### config.mk
export PLATFORM = sky130hd
export DESIGN_NAME = seg_scan_display
export DESIGN_NICKNAME = d
export VERILOG_FILES = /design/src/rtl/timer_pkg.sv /design/src/rtl/seg_scan_display_bin2bcd60.sv /design/src/rtl/seg_scan_display.sv
export SDC_FILE = /design/constraint.sdc
export NUM_CORES = 1
export LEC_CHECK = 0
export ABC_AREA = 1
export BUFFER_PORTS_ARGS = -buffer_cell sky130_fd_sc_hd__buf_2
export CORE_MARGIN = 8
export CORE_UTILIZATION = 55
export CTS_CLUSTER_SIZE = 16
export DETAILED_ROUTE_END_ITERATION = 6
export PLACE_DENSITY = 0.77
export SYNTH_ARGS = -nofsm -noshare
export SYNTH_HDL_FRONTEND = slang
export SYNTH_SLANG_ARGS = --single-unit
### constraint.sdc
create_clock -name clk -period 2.2 [get_ports clk]
set_input_delay 0 -clock clk [delete_from_list [all_inputs] [get_ports clk]]
set_output_delay 0 -clock clk [all_outputs]
set_load 0.02 [all_outputs]
### src/rtl/timer_pkg.sv
// Shared constants for the timer display path: active-low 7-segment codes
// and count limits, plus the BCD digit to segment lookup.
package timer_pkg;

  localparam logic [6:0] SEG_0     = 7'b1000000;
  localparam logic [6:0] SEG_1     = 7'b1111001;
  localparam logic [6:0] SEG_2     = 7'b0100100;
  localparam logic [6:0] SEG_3     = 7'b0110000;
  localparam logic [6:0] SEG_4     = 7'b0011001;
  localparam logic [6:0] SEG_5     = 7'b0010010;
  localparam logic [6:0] SEG_6     = 7'b0000010;
  localparam logic [6:0] SEG_7     = 7'b1111000;
  localparam logic [6:0] SEG_8     = 7'b0000000;
  localparam logic [6:0] SEG_9     = 7'b0010000;
  localparam logic [6:0] SEG_DASH  = 7'b0111111;
  localparam logic [6:0] SEG_BLANK = 7'b1111111;

  localparam int         NUM_DIGITS = 4;
  localparam logic [5:0] MAX_COUNT  = 6'd59;

  function automatic logic [6:0] bcd_to_seg(input logic [3:0] digit);
    logic [6:0] code;
    case (digit)
      4'd0:    code = SEG_0;
      4'd1:    code = SEG_1;
      4'd2:    code = SEG_2;
      4'd3:    code = SEG_3;
      4'd4:    code = SEG_4;
      4'd5:    code = SEG_5;
      4'd6:    code = SEG_6;
      4'd7:    code = SEG_7;
      4'd8:    code = SEG_8;
      4'd9:    code = SEG_9;
      default: code = SEG_BLANK;
    endcase
    return code;
  endfunction

endpackage

### src/rtl/seg_scan_display_bin2bcd60.sv
// Converts a 0..59 binary count to BCD tens/ones with a comparison chain;
// values above 59 raise invalid.
module bin2bcd60
  import timer_pkg::*;
(
  input  logic [5:0] value,
  output logic [3:0] tens,
  output logic [3:0] ones,
  output logic       invalid
);

  // Tens chosen by threshold compare, ones by the matching subtraction.
  always_comb begin
    invalid = (value > MAX_COUNT);
    tens    = 4'd0;
    ones    = 4'd0;
    if (invalid) begin
      tens = 4'd0;
      ones = 4'd0;
    end else if (value >= 6'd50) begin
      tens = 4'd5;
      ones = 4'(value - 6'd50);
    end else if (value >= 6'd40) begin
      tens = 4'd4;
      ones = 4'(value - 6'd40);
    end else if (value >= 6'd30) begin
      tens = 4'd3;
      ones = 4'(value - 6'd30);
    end else if (value >= 6'd20) begin
      tens = 4'd2;
      ones = 4'(value - 6'd20);
    end else if (value >= 6'd10) begin
      tens = 4'd1;
      ones = 4'(value - 6'd10);
    end else begin
      tens = 4'd0;
      ones = value[3:0];
    end
  end

endmodule

### src/rtl/seg_scan_display.sv
// Multiplexes MM:SS onto a 4-digit common-anode display with a 1 Hz colon
// and whole-display flashing while paused.
module seg_scan_display
  import timer_pkg::*;
#(
  parameter int CLK_HZ  = 100_000_000,
  parameter int SCAN_HZ = 1000
) (
  input  logic       clk,
  input  logic       reset,
  input  logic [5:0] sec,
  input  logic [5:0] min,
  input  logic       pause,
  output logic [3:0] an,
  output logic [6:0] seg,
  output logic       dp
);

  localparam int              DIV       = CLK_HZ / (4 * SCAN_HZ);
  localparam int              CW        = (DIV > 1) ? $clog2(DIV) : 1;
  localparam int              HALF      = SCAN_HZ / 2;
  localparam int              BW        = (HALF > 1) ? $clog2(HALF) : 1;
  localparam logic [CW-1:0]   CNT_MAX   = CW'(DIV - 1);
  localparam logic [BW-1:0]   BLINK_MAX = BW'(HALF - 1);
  localparam logic [1:0]      LAST_IDX  = 2'(NUM_DIGITS - 1);

  logic [CW-1:0] cnt_r;
  logic [1:0]    idx_r;
  logic [5:0]    sec_sh_r;
  logic [5:0]    min_sh_r;
  logic [BW-1:0] blink_r;
  logic          col_r;
  logic [3:0]    an_r;
  logic [6:0]    seg_r;
  logic          dp_r;

  logic          tick_s;
  logic          wrap_s;
  logic [3:0]    sec_tens_s, sec_ones_s, min_tens_s, min_ones_s;
  logic          sec_inv_s, min_inv_s;
  logic [3:0]    digit_s;
  logic          inv_s;
  logic [6:0]    seg_s;
  logic [3:0]    an_s;

  assign tick_s = (cnt_r == CNT_MAX);
  assign wrap_s = tick_s && (idx_r == LAST_IDX);

  bin2bcd60 u_sec_bcd (
    .value   (sec_sh_r),
    .tens    (sec_tens_s),
    .ones    (sec_ones_s),
    .invalid (sec_inv_s)
  );

  bin2bcd60 u_min_bcd (
    .value   (min_sh_r),
    .tens    (min_tens_s),
    .ones    (min_ones_s),
    .invalid (min_inv_s)
  );

  // Prescaler, digit index, frame-boundary shadow capture and colon phase.
  always_ff @(posedge clk or negedge reset) begin
    if (!reset) begin
      cnt_r    <= '0;
      idx_r    <= 2'd0;
      sec_sh_r <= 6'd0;
      min_sh_r <= 6'd0;
      blink_r  <= '0;
      col_r    <= 1'b0;
    end else begin
      cnt_r <= tick_s ? '0 : cnt_r + 1'b1;
      if (tick_s) begin
        idx_r <= idx_r + 2'd1;
      end
      if (wrap_s) begin
        sec_sh_r <= sec;
        min_sh_r <= min;
        if (blink_r == BLINK_MAX) begin
          blink_r <= '0;
          col_r   <= ~col_r;
        end else begin
          blink_r <= blink_r + 1'b1;
        end
      end
    end
  end

  // Select the digit for the current scan position.
  always_comb begin
    digit_s = 4'd0;
    inv_s   = 1'b0;
    case (idx_r)
      2'd0: begin digit_s = sec_ones_s; inv_s = sec_inv_s; end
      2'd1: begin digit_s = sec_tens_s; inv_s = sec_inv_s; end
      2'd2: begin digit_s = min_ones_s; inv_s = min_inv_s; end
      2'd3: begin digit_s = min_tens_s; inv_s = min_inv_s; end
      default: begin digit_s = 4'd0; inv_s = 1'b1; end
    endcase
    seg_s = inv_s ? SEG_DASH : bcd_to_seg(digit_s);
    an_s  = ~(4'b0001 << idx_r);
  end

  // Registered drive; pause blanks only the anodes, scanning continues.
  always_ff @(posedge clk or negedge reset) begin
    if (!reset) begin
      an_r  <= 4'b1110;
      seg_r <= SEG_0;
      dp_r  <= 1'b1;
    end else begin
      an_r  <= (pause && !col_r) ? 4'b1111 : an_s;
      seg_r <= seg_s;
      dp_r  <= !((idx_r == 2'd2) && col_r);
    end
  end

  assign an  = an_r;
  assign seg = seg_r;
  assign dp  = dp_r;

endmodule

# After elaboration in Yosys (flattened, before gate mapping)
# Memories as Yosys holds them, arrays and structs flattened.
# Cells that the tools add are included.
dict set report word_totals {
  reg_bits 51
  rom_bits 112
  input_bits 15
  output_inout_bits 12
  wordCells 82
  n_memories 1
}
# name words width read_ports rd_ports_with_merged_regs wr line
set mem_list {}
lappend mem_list {{(no name shown)} 16 7 1 0 0 timer_pkg.sv:23} ;# case (digit)
dict set report classes {
  n_addsub 13
  magnitude_cmp 12
  eq_ne 5
  shift 1
  n_mux 30
  n_bitwise 2
  n_reduce_logical 9
}
# cell count
set op_table {}
lappend op_table {{$mux W4} 23}
lappend op_table {{$ge A6 B5 Y1 const B} 4}
lappend op_table {{$ge A6 B6 Y1 const B} 4}
lappend op_table {{$sub A4 B4 Y4 const B} 6}
lappend op_table {{$pmux W4 S4} 1}
lappend op_table {{$add A15 B1 Y15 const B} 1}
lappend op_table {{$eq A15 B15 Y1 const B} 1}
lappend op_table {{$mux W15} 1}
lappend op_table {{$ge A6 B4 Y1 const B} 2}
lappend op_table {{$gt A6 B6 Y1 const B} 2}
lappend op_table {{$add A9 B1 Y9 const B} 1}
lappend op_table {{$eq A9 B9 Y1 const B} 1}
lappend op_table {{$mux W9} 1}
lappend op_table {{$sub A4 B2 Y4 const B} 2}
lappend op_table {{$sub A4 B3 Y4 const B} 2}
lappend op_table {{$mux W7} 1}
lappend op_table {{$eq A2 B2 Y1 const B} 2}
lappend op_table {{$not A4 Y4} 1}
lappend op_table {{$reduce_or A2 Y1} 2}
lappend op_table {{$shl A1 B2 Y4 const A} 1}
lappend op_table {{$logic_and A1 B1 Y1} 3}
lappend op_table {{$add A2 B1 Y2 const B} 1}
lappend op_table {{$eq A2 B1 Y1 const B} 1}
lappend op_table {{$logic_not A1 Y1} 2}
lappend op_table {{other kinds (5)} 6}

# Depth between registers and ports, before layout
# Gate-level depths: netlist (run 1).
# An unclocked memory read counts as a cell.
dict set report depth {
  word_depth 10
  mapped_depth 21
}

# Hierarchy
# From an unflattened synthesis (run 1), not the netlist that was laid out.
dict set report unflattened {
  hier_cells 513
  hier_area_um2 3733.6
}
# mod n_inst cells_each area_per_inst_um2
set by_module_without_submodules {}
lappend by_module_without_submodules {seg_scan_display 1 341 2682.6}
lappend by_module_without_submodules {bin2bcd60 2 86 525.5}

# Worst setup path before layout (run 1)
# No wires, ideal clock.
dict set report synth_timing {
  path_type {reg2reg}
  start {reg min_sh_r[2]}
  end {reg seg_r[5], in the netlist seg[5]}
  arrival_time_ns 2.091
  required_time_ns 2.078
  slack_ns -0.013
  path_stages_with_launch 20
  period_less_slack_ns 2.213
  path_cell_list {dfrtp_1 inv_1 ha_1 inv_1 nor2_1 nand2_1 nand2_1 nand2_1 nand2_1 nand2_1 nand2_1 nand2_1 nand3_1 nand2_1 nand2_4 inv_2 ha_1 or2_0 nand3_1 nand2_1}
}
dict set report synth_via {
  elab_chain_len 10
  word_cells_on_any_way 27
  classes_between {5 x add/sub; 6 x order compare; 15 x mux; 1 x memory}
}
# element line
set synth_lines {}
lappend synth_lines {{from (decl)} seg_scan_display.sv:30} ;# logic [5:0] min_sh_r;
lappend synth_lines {{from (signal assigned)} seg_scan_display.sv:79} ;# min_sh_r <= min;
lappend synth_lines {{$ge A6 B4 Y1 or $sub A4 B4 Y4 (tied branches)} {seg_scan_display_bin2bcd60.sv:32, seg_scan_display_bin2bcd60.sv:34}}
lappend synth_lines {{$mux W1 or $mux W4 (tied branches)} seg_scan_display_bin2bcd60.sv:32} ;# end else if (value >= 6'd10) begin
lappend synth_lines {{$mux W4} seg_scan_display_bin2bcd60.sv:29} ;# end else if (value >= 6'd20) begin
lappend synth_lines {{$mux W4} seg_scan_display_bin2bcd60.sv:26} ;# end else if (value >= 6'd30) begin
lappend synth_lines {{$mux W4} seg_scan_display_bin2bcd60.sv:23} ;# end else if (value >= 6'd40) begin
lappend synth_lines {{$mux W4} seg_scan_display_bin2bcd60.sv:20} ;# end else if (value >= 6'd50) begin
lappend synth_lines {{$mux W4} seg_scan_display_bin2bcd60.sv:17} ;# if (invalid) begin
lappend synth_lines {{$pmux W4 S4} seg_scan_display.sv:94} ;# case (idx_r)
lappend synth_lines {{$mem_v2 Z16 W7} -}
lappend synth_lines {{$mux W7 *} seg_scan_display.sv:101} ;# seg_s = inv_s ? SEG_DASH : bcd_to_seg(digit_s);
lappend synth_lines {{net seg_s[5]} seg_scan_display.sv:43} ;# logic [6:0] seg_s;
lappend synth_lines {{to (signal assigned)} seg_scan_display.sv:113} ;# seg_r <= seg_s;
lappend synth_lines {{to (decl)} seg_scan_display.sv:34} ;# logic [6:0] seg_r;
# Mark *: on every way through the listed nets, which the timed path passes. The rest lies on a longest branch.
# A chain may end at the register's enable or synchronous reset.

# Final worst setup path (run 1)
dict set report layout_timing {
  start {reg min_sh_r[2]}
  end {reg seg_r[3], in the netlist seg[3]}
}
# Same word-level chain as after synthesis.

==> metrics.txt, run 1 <==
# TYPE chip_impl_metric gauge
chip_impl_metric{name="power_density",unit="mW/mm2"} 497
chip_impl_metric{name="synth_cells",unit=""} 455
chip_impl_metric{name="initialDrtViolationCount",unit=""} 158
chip_impl_metric{name="clk_transition_reported_paths",unit="ns"} 0.10
chip_impl_info{name="synth.most_common_cell",value="nand2_1"} 1
chip_impl_info{name="critPathMostFrequentCell",value="nand2_2"} 1
chip_impl_metric{name="grt_util_all_layers",unit="%"} 18.0
chip_impl_metric{name="worstSkewPairLatency",unit="ns"} 0.31
chip_impl_metric{name="total_global_routing_overflow",unit=""} 0
chip_impl_metric{name="synth-seq-cells",unit=""} 51
chip_impl_metric{name="detail-route-antenna-nets",unit=""} 0
chip_impl_info{name="synth_top_cells_by_count",value="nand2_1, inv_1, dfrtp_1"} 1
chip_impl_metric{name="final_nets",unit=""} 570
chip_impl_metric{name="first_pass_iters",unit=""} 4
chip_impl_metric{name="die_y",unit="um"} 94.8
chip_impl_metric{name="detail_route.wl_per_cell",unit="um"} 13.5
chip_impl_metric{name="start_util",unit="%"} 57.3
chip_impl_metric{name="yosysWarningCount",unit=""} 0
chip_impl_metric{name="critical_path_peak_fanout",unit=""} 4
chip_impl_info{name="grt_setup_unrepaired",value="yes"} 1
chip_impl_metric{name="antenna_found_initial",unit=""} 0
chip_impl_metric{name="slew_worst_pin",unit="ns"} 0.571
chip_impl_metric{name="syn_area",unit="mm2"} 0.00341
chip_impl_metric{name="gp_congestion",unit=""} 0.944
chip_impl_metric{name="postSynthAreaPerCell",unit="um2"} 7.50
chip_impl_metric{name="grt_first_pass_wirelength",unit="um"} 13200
chip_impl_metric{name="layout_setup_ws",unit="ns"} -0.0676
chip_impl_metric{name="yosysSeqAreaShare",unit="%"} 37.6
chip_impl_metric{name="die_width",unit="um"} 94.8
chip_impl_metric{name="largest_stage_delay_worst_path",unit="ns"} 0.42
chip_impl_metric{name="synth_top_cell_area_share",unit="%"} 33.7
chip_impl_metric{name="floorplan.die_area",unit="mm2"} 0.00898
chip_impl_info{name="timing.critical_path.slowest_stage_cell",value="dfrtp_1"} 1
chip_impl_metric{name="hpwlAfterDp",unit="um"} 5770
chip_impl_metric{name="first_global_vias",unit=""} 3032
chip_impl_info{name="path_cells",value="inv_2 > ha_4 > nand2_2 > nand2_2 > nor2_4 > nand2_2 > nand2_1 > nand2_1 > nand2_2 > nand2_2 > nand2_2 > nand3_2 > nand2_1 > o21ai_2 > ha_4 > inv_4 > nand2_4 > nand2_2 > nand2_1 > nand2_1"} 1
chip_impl_info{name="run_status",value="finished with violations"} 1
chip_impl_metric{name="clockBufferDepth",unit=""} 2
chip_impl_info{name="worst_setup_path_end_kind",value="flip-flop"} 1
chip_impl_info{name="yosys_most_used_dff",value="dfrtp_1"} 1
chip_impl_info{name="yosys.area.top_type",value="dfrtp_1"} 1
chip_impl_metric{name="via_count",unit=""} 3196
chip_impl_metric{name="fin_tns_setup",unit="ns"} -0.233
chip_impl_metric{name="placeableCoreArea",unit="mm2"} 0.00596
chip_impl_metric{name="top_level_port_count",unit=""} 27
chip_impl_metric{name="antenna-diode-count",unit=""} 0
chip_impl_metric{name="ratio_of_cells_with_drive_above_1_in_the_final_layout",unit="%"} 31.6
chip_impl_metric{name="power.leakage",unit="nW"} 2.18
chip_impl_metric{name="hold_viol_final",unit=""} 0
chip_impl_metric{name="final_util",unit="%"} 73.4
chip_impl_metric{name="cts_made_buffers",unit=""} 5
chip_impl_metric{name="syn_nets",unit=""} 494
chip_impl_metric{name="fin_crit",unit="ns"} 2.27
chip_impl_metric{name="number_of_enable_flip_flop_cells_after_synthesis",unit=""} 0
chip_impl_metric{name="cts.sinks",unit=""} 51
chip_impl_metric{name="cell_rows",unit=""} 28
chip_impl_metric{name="avgViaCountPerCell",unit=""} 5.27
chip_impl_metric{name="timing_max_transition_violations_final",unit=""} 0
chip_impl_info{name="hold_path.class",value="primary input to asynchronous set/reset pin"} 1
chip_impl_metric{name="drt-total-wl",unit="um"} 8190
chip_impl_metric{name="placedInstanceArea",unit="mm2"} 0.00381
chip_impl_metric{name="async_reset_ff_share",unit="%"} 100
chip_impl_info{name="yosys-top-cells-area",value="dfrtp_1, nand2_1, ha_1"} 1
chip_impl_metric{name="maximum_ir_drop_on_the_vdd_rail",unit="mV"} 0.329
chip_impl_metric{name="timing.fmax",unit="MHz"} 441
chip_impl_info{name="worstSetupStartpointType",value="flip-flop"} 1
chip_impl_metric{name="max_cap_violations",unit=""} 0
chip_impl_metric{name="setup_violations",unit=""} 6
chip_impl_metric{name="syn_to_final_growth",unit="%"} 28.0
chip_impl_metric{name="timing.critical_path.arrival",unit="ns"} 2.47
chip_impl_metric{name="grt_start_max_net_pins",unit=""} 27
chip_impl_info{name="crit_type",value="flip-flop to flip-flop"} 1
chip_impl_info{name="cts_tree",value="yes"} 1
chip_impl_metric{name="required",unit="ns"} 2.41
chip_impl_info{name="root_buffer",value="clkbuf_8"} 1
chip_impl_metric{name="htreeDepth",unit=""} 2
chip_impl_metric{name="power",unit="mW"} 2.17
chip_impl_metric{name="worst_slew_margin_rel",unit="%"} 61.6
chip_impl_metric{name="distinct_cell_type_count_of_the_synthesized_netlist",unit=""} 37
chip_impl_metric{name="buffer_ports.inserted",unit=""} 26
chip_impl_metric{name="final_design_area_no_fill",unit="mm2"} 0.00437
chip_impl_metric{name="timing.final.crit_share",unit="%"} 103
chip_impl_info{name="failed_checks",value="negative setup slack"} 1
chip_impl_metric{name="timing.clock.skew",unit="ns"} 0.0145
chip_impl_metric{name="pre_cts_slack",unit="ns"} -0.0715
chip_impl_metric{name="route.detailed.drc",unit=""} 0
## power breakdown
group	internal (mW)	leakage, nW	switching, mW
sequential	0.981	0.632	0.0266
clock	0.339	0.0581	0.328
combinational	0.202	1.49	0.294
## metrics by stage
step           cells  hold WS, ns
2_1_floorplan    455       -0.296
3_3_place_gp     578      -0.0539
3_5_place_dp     578      -0.0516
4_1_cts          604        0.143
5_1_grt          607        0.157
6_report         607        0.132
## flip-flops by register name, indices dropped and copies added, names as in the netlist
register  flops
an            4
cnt_r        15
min_sh_r      6
blink_r       9
dp            1
seg           7
sec_sh_r      6
col_r         1
idx_r         2
## routing by layer
layer / routed length, um / GRT usage, %
met1: 3470 / 21.1
met2: 4250 / 32.4
met3: 286 / 3.02
met4: 179 / 6.24
met5: 0 / 0
## final timing paths
| check | startpoint | endpoint | slack, ns | depth (start not counted) |
|---|---|---|---|---|
| max in group asynchronous | reset | an[2] | 1.38 | 3 |
| setup reg to reg | min_sh_r[2] | seg[3] | -0.07 | 20 |
| hold reg to reg | col_r | dp | 0.40 | 1 |
| min in group clk | col_r | dp | 0.40 | 1 |
| setup / recovery | min_sh_r[2] | seg[3] | -0.07 | 20 |
| hold / removal | reset | cnt_r[5] | 0.13 | 2 |
## worst max-delay path: cells and delay by family (launching register included)
| kind | cells | cell delay [ns] |
|---|---|---|
| compound gates | 1 | 0.08 |
| fa+ha+maj | 2 | 0.45 |
| buf+inv | 2 | 0.14 |
| flops | 1 | 0.42 |
| simple gates | 15 | 1.04 |
## cells in the final DEF (no fill, tap or decap), drive strengths merged
cell           n
a31o           1
dlygate4sd3   14
and3           1
nand4          9
o21bai         1
nor4           5
nand3         34
nand2        123
nor2          49
buf           58
a21oi         32
ha            24
xor2          10
or2            2
a211oi         1
inv           73
a31oi          3
dfstp          5
clkbuf         5
dfrtp         46
o21ai         18
clkinv         3
nor3          14
bufinv         1
## repair_timing
action / in CTS / in global routing
hold buffers: 14 / 0
cloned: 0 / 0
setup buffers: 4 / 5
endpoints found under the hold margin: 42 / 0
endpoints found under the setup margin: 2 / 10
pin swaps: 5 / 24
resized for setup: 13 / 56
## kinds of logic after synthesis
family	synth area share, %
buffers and inverters	8.61
flip-flops	37.6
AND/OR/NAND/NOR	32.9
XOR/XNOR	2.57
adder cells (fa/ha/maj)	8.80
AO/OA/AOI/OAI	9.57
## area by class of cell
cell class                      count  area (um2)
Multi-Input combinational cell    327        2070
Fill cell                         447        1590
Sequential cell                    51        1290
Timing Repair Buffer               72         522
Inverter                           74         287
Tap cell                           75        93.8
Clock buffer                        5        68.8
Clock inverter                      3        43.8
Power figures use the tool's default switching activity.
==> run 2: changes to the inputs <==
--- a/config.mk
+++ b/config.mk
@@ -12,6 +12,7 @@
 export CTS_CLUSTER_SIZE = 16
 export DETAILED_ROUTE_END_ITERATION = 6
 export PLACE_DENSITY = 0.77
+export SETUP_SLACK_MARGIN = 0.02
 export SYNTH_ARGS = -nofsm -noshare
 export SYNTH_HDL_FRONTEND = slang
 export SYNTH_SLANG_ARGS = --single-unit
==> run 2 against run 1 <==
The flow still finishes with violations (negative setup slack). Highest routed layer unchanged. Worst hold slack better by 0.00087 ns. Clock power up 4.5%. Sequential power barely moved. Via count increased by 2.0%. Total power up 3.1%. Clock skew grew 0.0014 ns. Critical path depth fell by 6. Sequential share of layout area is 0.78 points lower. Count of clock-buffer cells in the layout did not move. Largest cell class unchanged. Setup slack got worse by 0.00072 ns.
==> metrics.txt, run 2 (same netlist as run 1, synthesis figures left out) <==
# TYPE chip_impl_metric gauge
chip_impl_metric{name="avgViaCountPerCell",unit=""} 5.29
chip_impl_metric{name="drt-total-wl",unit="um"} 8990
chip_impl_metric{name="grt_start_max_net_pins",unit=""} 23
chip_impl_metric{name="die_y",unit="um"} 94.8
chip_impl_metric{name="layout_setup_ws",unit="ns"} -0.0683
chip_impl_metric{name="cts_made_buffers",unit=""} 5
chip_impl_metric{name="multiInputGateArea",unit="mm2"} 0.00210
chip_impl_metric{name="worstSkewPairLatency",unit="ns"} 0.33
chip_impl_metric{name="reg2reg_depth",unit=""} 14
chip_impl_metric{name="finish.cell_count_without_fillers",unit=""} 617
chip_impl_metric{name="first_pass_iters",unit=""} 5
chip_impl_info{name="root_buffer",value="clkbuf_8"} 1
chip_impl_metric{name="grt_first_pass_wirelength",unit="um"} 14500
chip_impl_info{name="hold_path.class",value="primary input to asynchronous set/reset pin"} 1
chip_impl_metric{name="final_nets",unit=""} 580
chip_impl_info{name="crit_path_start",value="min_sh_r[2]"} 1
chip_impl_metric{name="critical_path_peak_fanout",unit=""} 6
chip_impl_metric{name="top_level_port_count",unit=""} 27
chip_impl_metric{name="ratio_of_cells_with_drive_above_1_in_the_final_layout",unit="%"} 33.0
chip_impl_metric{name="maximum_ir_drop_on_the_vdd_rail",unit="mV"} 0.424
chip_impl_metric{name="cts.sinks",unit=""} 51
chip_impl_metric{name="gr-usage-met2",unit="%"} 36.7
chip_impl_info{name="timing.rr.start",value="min_sh_r[2]"} 1
chip_impl_metric{name="clockBufferDepth",unit=""} 2
chip_impl_metric{name="timing.final.crit_share",unit="%"} 103
chip_impl_metric{name="clk_transition_reported_paths",unit="ns"} 0.11
chip_impl_info{name="layout_common_cells",value="nand2_1, inv_1, dfrtp_1"} 1
chip_impl_metric{name="total_global_routing_overflow",unit=""} 0
chip_impl_metric{name="gr-usage-met1",unit="%"} 22.0
chip_impl_info{name="crit_type",value="flip-flop to flip-flop"} 1
chip_impl_metric{name="placeableCoreArea",unit="mm2"} 0.00596
chip_impl_info{name="grt_setup_unrepaired",value="yes"} 1
chip_impl_info{name="global_route.peak_usage_layer",value="met2"} 1
chip_impl_metric{name="start_util",unit="%"} 57.3
chip_impl_metric{name="hpwlAfterDp",unit="um"} 5790
chip_impl_metric{name="cell_rows",unit=""} 28
chip_impl_metric{name="slew_worst_pin",unit="ns"} 0.670
chip_impl_metric{name="timing.clock.skew",unit="ns"} 0.0159
chip_impl_metric{name="grt_util_all_layers",unit="%"} 19.8
chip_impl_metric{name="worst_slew_margin_rel",unit="%"} 54.9
chip_impl_metric{name="gp_congestion",unit=""} 0.957
chip_impl_info{name="run_status",value="finished with violations"} 1
chip_impl_metric{name="htreeDepth",unit=""} 2
chip_impl_metric{name="detail_route.wl_per_cell",unit="um"} 14.6
chip_impl_metric{name="required",unit="ns"} 2.43
chip_impl_info{name="worst_setup_path_end_kind",value="flip-flop"} 1
chip_impl_info{name="worstSetupStartpointType",value="flip-flop"} 1
chip_impl_metric{name="max_cap_violations",unit=""} 0
chip_impl_metric{name="power.leakage",unit="nW"} 2.23
chip_impl_metric{name="timing_max_transition_violations_final",unit=""} 0
chip_impl_metric{name="via_count",unit=""} 3261
chip_impl_metric{name="antenna-diode-count",unit=""} 0
chip_impl_metric{name="first_global_vias",unit=""} 3345
chip_impl_metric{name="fin_crit",unit="ns"} 2.27
chip_impl_metric{name="floorplan.die_area",unit="mm2"} 0.00898
chip_impl_metric{name="buffer_ports.inserted",unit=""} 26
chip_impl_metric{name="whs",unit="ns"} 0.132
chip_impl_metric{name="largest_reg_flops",unit=""} 15
chip_impl_info{name="failed_checks",value="negative setup slack"} 1
chip_impl_metric{name="antenna_found_initial",unit=""} 0
chip_impl_metric{name="timing.critical_path.arrival",unit="ns"} 2.50
chip_impl_metric{name="timing.reg2reg.setup_slack",unit="ns"} -0.07
chip_impl_metric{name="register_area",unit="mm2"} 0.00129
chip_impl_metric{name="detail-route-antenna-nets",unit=""} 0
chip_impl_info{name="cts_tree",value="yes"} 1
chip_impl_metric{name="filler_cell_count",unit=""} 418
chip_impl_metric{name="initialDrtViolationCount",unit=""} 144
chip_impl_info{name="leading_cell_type_in_the_layout_fill_and_taps_excluded",value="nand2_1"} 1
chip_impl_metric{name="placed_instances",unit=""} 574
chip_impl_metric{name="die_width",unit="um"} 94.8
chip_impl_metric{name="setup_violations",unit=""} 6
chip_impl_metric{name="timing.fmax",unit="MHz"} 441
chip_impl_metric{name="power_density",unit="mW/mm2"} 498
chip_impl_metric{name="route.detailed.drc",unit=""} 0
chip_impl_metric{name="globalRouteMet3Util",unit="%"} 3.10
chip_impl_info{name="largest_register_by_flop_count",value="cnt_r"} 1
chip_impl_metric{name="hold_viol_final",unit=""} 0
chip_impl_metric{name="syn_to_final_growth",unit="%"} 31.6
## run 2: cell count changes in the layout (fill, tap and decap cells not counted), moves of 2 or more
cell	delta
buf_4	+9
inv_2	-3
inv_4	+2
nand2_2	-2
nand2_4	+2
nand3_2	-2
nand3_4	+2
## run 2: final timing paths
kind                             end
setup / recovery              seg[5]
hold / removal             cnt_r[14]
setup reg to reg              seg[5]
hold reg to reg                   dp
max in group asynchronous         dp
min in group clk                  dp
## run 2: repair_timing
action	in CTS	in global routing
setup endpoints to repair	6	10
endpoints found under the hold margin	35	0
gates resized for setup	32	46
hold buffers	14	0
setup buffers	13	9
pin swaps	14	35
## run 2: cell type report
class | count | share of cell area, %
repair buffers | 82 | 13.4
inverters | 74 | 6.49
clock inverters | 3 | 1.03
well taps | 75 | 2.09
clock buffers | 5 | 1.53
flip-flops and latches | 51 | 28.7
multi-input cells | 327 | 46.8
## run 2: stage by stage
step / cell area [um2] / setup TNS [ns] / power [mW] / worst slack (ns) / util (%)
after floorplan: 3410 / 0 / 1.28 / 0.0245 / -
after global placement: 3780 / 0 / 1.41 / 0.0265 / 63.5
after detailed placement: 3780 / -0.150 / 1.43 / -0.0667 / 63.5
after CTS: 4260 / 0 / 2.17 / 0.0118 / 71.5
after global routing: 4490 / -1.59 / 2.33 / -0.288 / 75.4
final: 4490 / -0.255 / 2.24 / -0.0683 / 75.4
## run 2: power by group
part	total (mW)	internal, mW	switching (mW)
clock network	0.697	0.343	0.353
registers	1.01	0.981	0.0273
logic	0.532	0.222	0.310
## run 2: layer usage
layer,vias to the layer above,wire length (um)
met4,0,270
met5,-,0
met1,1543,3700
met3,29,249
met2,70,4780
li1,1619,-
## run 2: critical path: stages (launching register included)
cell and delay, ns:
dfrtp_2 0.45, inv_4 0.08, buf_4 0.15, buf_4 0.15, ha_1 0.30, inv_1 0.06
a21oi_1 0.20, nand2_1 0.08, nand2_1 0.08, nand2_1 0.09, nand2_2 0.11, nand2_4 0.08
or2_0 0.22, nand3_1 0.07, nand2_1 0.05
==> run 3: changes to the inputs <==
--- a/config.mk
+++ b/config.mk
@@ -11,7 +11,7 @@
 export CORE_UTILIZATION = 55
 export CTS_CLUSTER_SIZE = 16
 export DETAILED_ROUTE_END_ITERATION = 6
-export PLACE_DENSITY = 0.77
+export PLACE_DENSITY = 0.76
 export SETUP_SLACK_MARGIN = 0.02
 export SYNTH_ARGS = -nofsm -noshare
 export SYNTH_HDL_FRONTEND = slang
==> run 3 against run 2 <==
The flow still finishes with violations (negative setup slack). Clock power fell by 18%. Setup slack improved by 0.059 ns. Maximum frequency rose by 2.7%. Clock skew fell by 0.0037 ns. Critical path type unchanged. Critical endpoint is now seg[3]. Largest cell class unchanged. Highest routed layer unchanged.
==> metrics.txt, run 3 (same netlist as run 1, synthesis figures left out) <==
# TYPE chip_impl_metric gauge
chip_impl_info{name="timing.critical_path.max_delay_family",value="simple AND/OR/NAND/NOR gates"} 1
chip_impl_metric{name="finish.cell_count_without_fillers",unit=""} 606
chip_impl_metric{name="cell_rows",unit=""} 28
chip_impl_metric{name="dr_wl_met3",unit="um"} 250
chip_impl_metric{name="placeableCoreArea",unit="mm2"} 0.00596
chip_impl_metric{name="setup_violations",unit=""} 1
chip_impl_info{name="critPathMostFrequentCell",value="nand2_2"} 1
chip_impl_metric{name="critical_path_peak_fanout",unit=""} 3
chip_impl_info{name="maxUsedRoutingLayer",value="met4"} 1
chip_impl_metric{name="avgViaCountPerCell",unit=""} 5.28
chip_impl_info{name="path_cells",value="buf_6 > ha_1 > nand3_1 > nand2_2 > nand2_2 > nand2_1 > nand2_1 > nand2_2 > nand2_2 > nand2_2 > nand3_2 > nand2_2 > nand2_4 > inv_4 > ha_4 > inv_4 > nand2_2 > nand2_1 > nand2_1 > nand2_1"} 1
chip_impl_metric{name="cts.sinks",unit=""} 51
chip_impl_info{name="layout_common_cells",value="nand2_1, inv_1, dfrtp_1"} 1
chip_impl_metric{name="top_level_port_count",unit=""} 27
chip_impl_metric{name="gp_congestion",unit=""} 0.942
chip_impl_metric{name="layout_setup_ws",unit="ns"} -0.00899
chip_impl_metric{name="floorplan.die_area",unit="mm2"} 0.00898
chip_impl_metric{name="detail_route.wl_per_cell",unit="um"} 13.6
chip_impl_metric{name="route.detailed.drc",unit=""} 0
chip_impl_info{name="run_status",value="finished with violations"} 1
chip_impl_info{name="largest_register_by_flop_count",value="cnt_r"} 1
chip_impl_metric{name="total_global_routing_overflow",unit=""} 0
chip_impl_metric{name="grt_start_max_net_pins",unit=""} 31
chip_impl_info{name="cts_tree",value="yes"} 1
chip_impl_metric{name="route.layer.met1.wl",unit="um"} 3440
chip_impl_metric{name="placedInstanceArea",unit="mm2"} 0.00379
chip_impl_metric{name="grt_util_all_layers",unit="%"} 18.1
chip_impl_metric{name="antenna_found_initial",unit=""} 0
chip_impl_metric{name="pre_cts_slack",unit="ns"} -0.0251
chip_impl_metric{name="die_y",unit="um"} 94.8
chip_impl_metric{name="placed_instances",unit=""} 575
chip_impl_metric{name="grt_first_pass_wirelength",unit="um"} 13400
chip_impl_metric{name="timing.critical_path.arrival",unit="ns"} 2.42
chip_impl_metric{name="via_count",unit=""} 3197
chip_impl_info{name="worst_setup_path_end_kind",value="flip-flop"} 1
chip_impl_metric{name="start_util",unit="%"} 57.3
chip_impl_info{name="worstSetupStartpointType",value="flip-flop"} 1
chip_impl_metric{name="timing.clock.skew",unit="ns"} 0.0122
chip_impl_metric{name="whs",unit="ns"} 0.0105
chip_impl_metric{name="first_global_vias",unit=""} 3127
chip_impl_metric{name="largest_stage_delay_worst_path",unit="ns"} 0.45
chip_impl_metric{name="cp_num_buf_inv",unit=""} 3
chip_impl_metric{name="antenna-diode-count",unit=""} 0
chip_impl_metric{name="htreeDepth",unit=""} 2
chip_impl_metric{name="hold_viol_final",unit=""} 0
chip_impl_metric{name="ratio_of_cells_with_drive_above_1_in_the_final_layout",unit="%"} 30.3
chip_impl_metric{name="detail-route-antenna-nets",unit=""} 0
chip_impl_metric{name="worst_slew_margin_rel",unit="%"} 54.1
chip_impl_metric{name="syn_to_final_growth",unit="%"} 25.4
chip_impl_info{name="hold_path.class",value="primary input to flip-flop"} 1
chip_impl_metric{name="timing.fmax",unit="MHz"} 453
chip_impl_metric{name="clockBufferDepth",unit=""} 2
chip_impl_metric{name="hpwlAfterDp",unit="um"} 5790
chip_impl_metric{name="drt-total-wl",unit="um"} 8270
chip_impl_metric{name="final_design_area_no_fill",unit="mm2"} 0.00428
chip_impl_metric{name="first_pass_iters",unit=""} 5
chip_impl_metric{name="timing_max_transition_violations_final",unit=""} 0
chip_impl_metric{name="fin_crit",unit="ns"} 2.21
chip_impl_metric{name="clk_transition_reported_paths",unit="ns"} 0.11
chip_impl_metric{name="die_width",unit="um"} 94.8
chip_impl_info{name="crit_type",value="flip-flop to flip-flop"} 1
chip_impl_info{name="timing.critical_path.slowest_stage_cell",value="dfrtp_2"} 1
chip_impl_metric{name="power.leakage",unit="nW"} 2.15
chip_impl_metric{name="initialDrtViolationCount",unit=""} 157
chip_impl_metric{name="required",unit="ns"} 2.41
chip_impl_metric{name="slew_worst_pin",unit="ns"} 0.688
chip_impl_metric{name="detailroute.wirelength.met2",unit="um"} 4430
chip_impl_metric{name="max_cap_violations",unit=""} 0
chip_impl_metric{name="maximum_ir_drop_on_the_vdd_rail",unit="mV"} 0.320
chip_impl_metric{name="cts_made_buffers",unit=""} 5
chip_impl_metric{name="largest_reg_flops",unit=""} 15
chip_impl_metric{name="final_nets",unit=""} 569
chip_impl_metric{name="timing.final.crit_share",unit="%"} 100
chip_impl_info{name="root_buffer",value="clkbuf_8"} 1
chip_impl_metric{name="buffer_ports.inserted",unit=""} 26
chip_impl_info{name="leading_cell_type_in_the_layout_fill_and_taps_excluded",value="nand2_1"} 1
chip_impl_metric{name="power_density",unit="mW/mm2"} 482
chip_impl_info{name="grt_setup_unrepaired",value="yes"} 1
chip_impl_metric{name="worstSkewPairLatency",unit="ns"} 0.31
chip_impl_info{name="failed_checks",value="negative setup slack"} 1
run 3: area by class of cell:
cell class | count | area, um2
clock inverter | 3 | 27.5
fill | 477 | 1680
inverter | 74 | 292
tap | 75 | 93.8
clock buffer | 5 | 68.8
multi-input combinational | 327 | 2000
sequential | 51 | 1290
timing repair buffer | 71 | 512
run 3: report_power, final:
| group | total [mW] | switching (mW) | internal, mW |
|---|---|---|---|
| Sequential | 1.01 | 0.0259 | 0.981 |
| Combinational | 0.483 | 0.286 | 0.197 |
| Clock | 0.573 | 0.339 | 0.234 |
run 3: routing by layer:
| layer | vias to the layer above | GRT usage, % |
|---|---|---|
| met2 | 68 | 34.9 |
| li1 | 1602 | - |
| met4 | 0 | 4.42 |
| met1 | 1510 | 20.1 |
| met5 | - | 0 |
| met3 | 17 | 2.94 |
run 3: stage by stage:
| step | setup TNS (ns) | power, mW | utilization (%) |
|---|---|---|---|
| floorplan | 0 | 1.28 | - |
| global placement | 0 | 1.42 | 63.6 |
| detailed placement | -0.0401 | 1.43 | 63.6 |
| CTS | 0 | 2.02 | 67.9 |
| global route | -0.890 | 2.17 | 71.8 |
| finish | -0.00899 | 2.06 | 71.8 |
run 3: worst reg2reg max path: cells and delay by family (launching register included):
family,cells,cell delay (ns)
buffers and inverters,3,0.20
adders and majority gates,2,0.45
DFF,1,0.45
and+or+nand+nor,15,1.00
run 3: worst paths after layout:
path	startpoint	to	slack [ns]	depth (start not counted)
worst max-delay path	min_sh_r[2]	seg[3]	-0.009	20
worst min-delay path	pause	an[1]	0.01	3
worst max register to register	min_sh_r[2]	seg[3]	-0.009	20
worst min register to register	col_r	dp	0.42	1
max in group asynchronous	reset	an[3]	1.24	3
min in group asynchronous	reset	cnt_r[3]	0.26	2
run 3: timing repair:
item / in CTS / in global routing
gates resized for setup: 5 / 56
endpoints found under the hold margin: 39 / 0
hold buffers: 13 / 0
setup buffers: 3 / 7
endpoints found under the setup margin: 6 / 10
pin swaps: 0 / 31
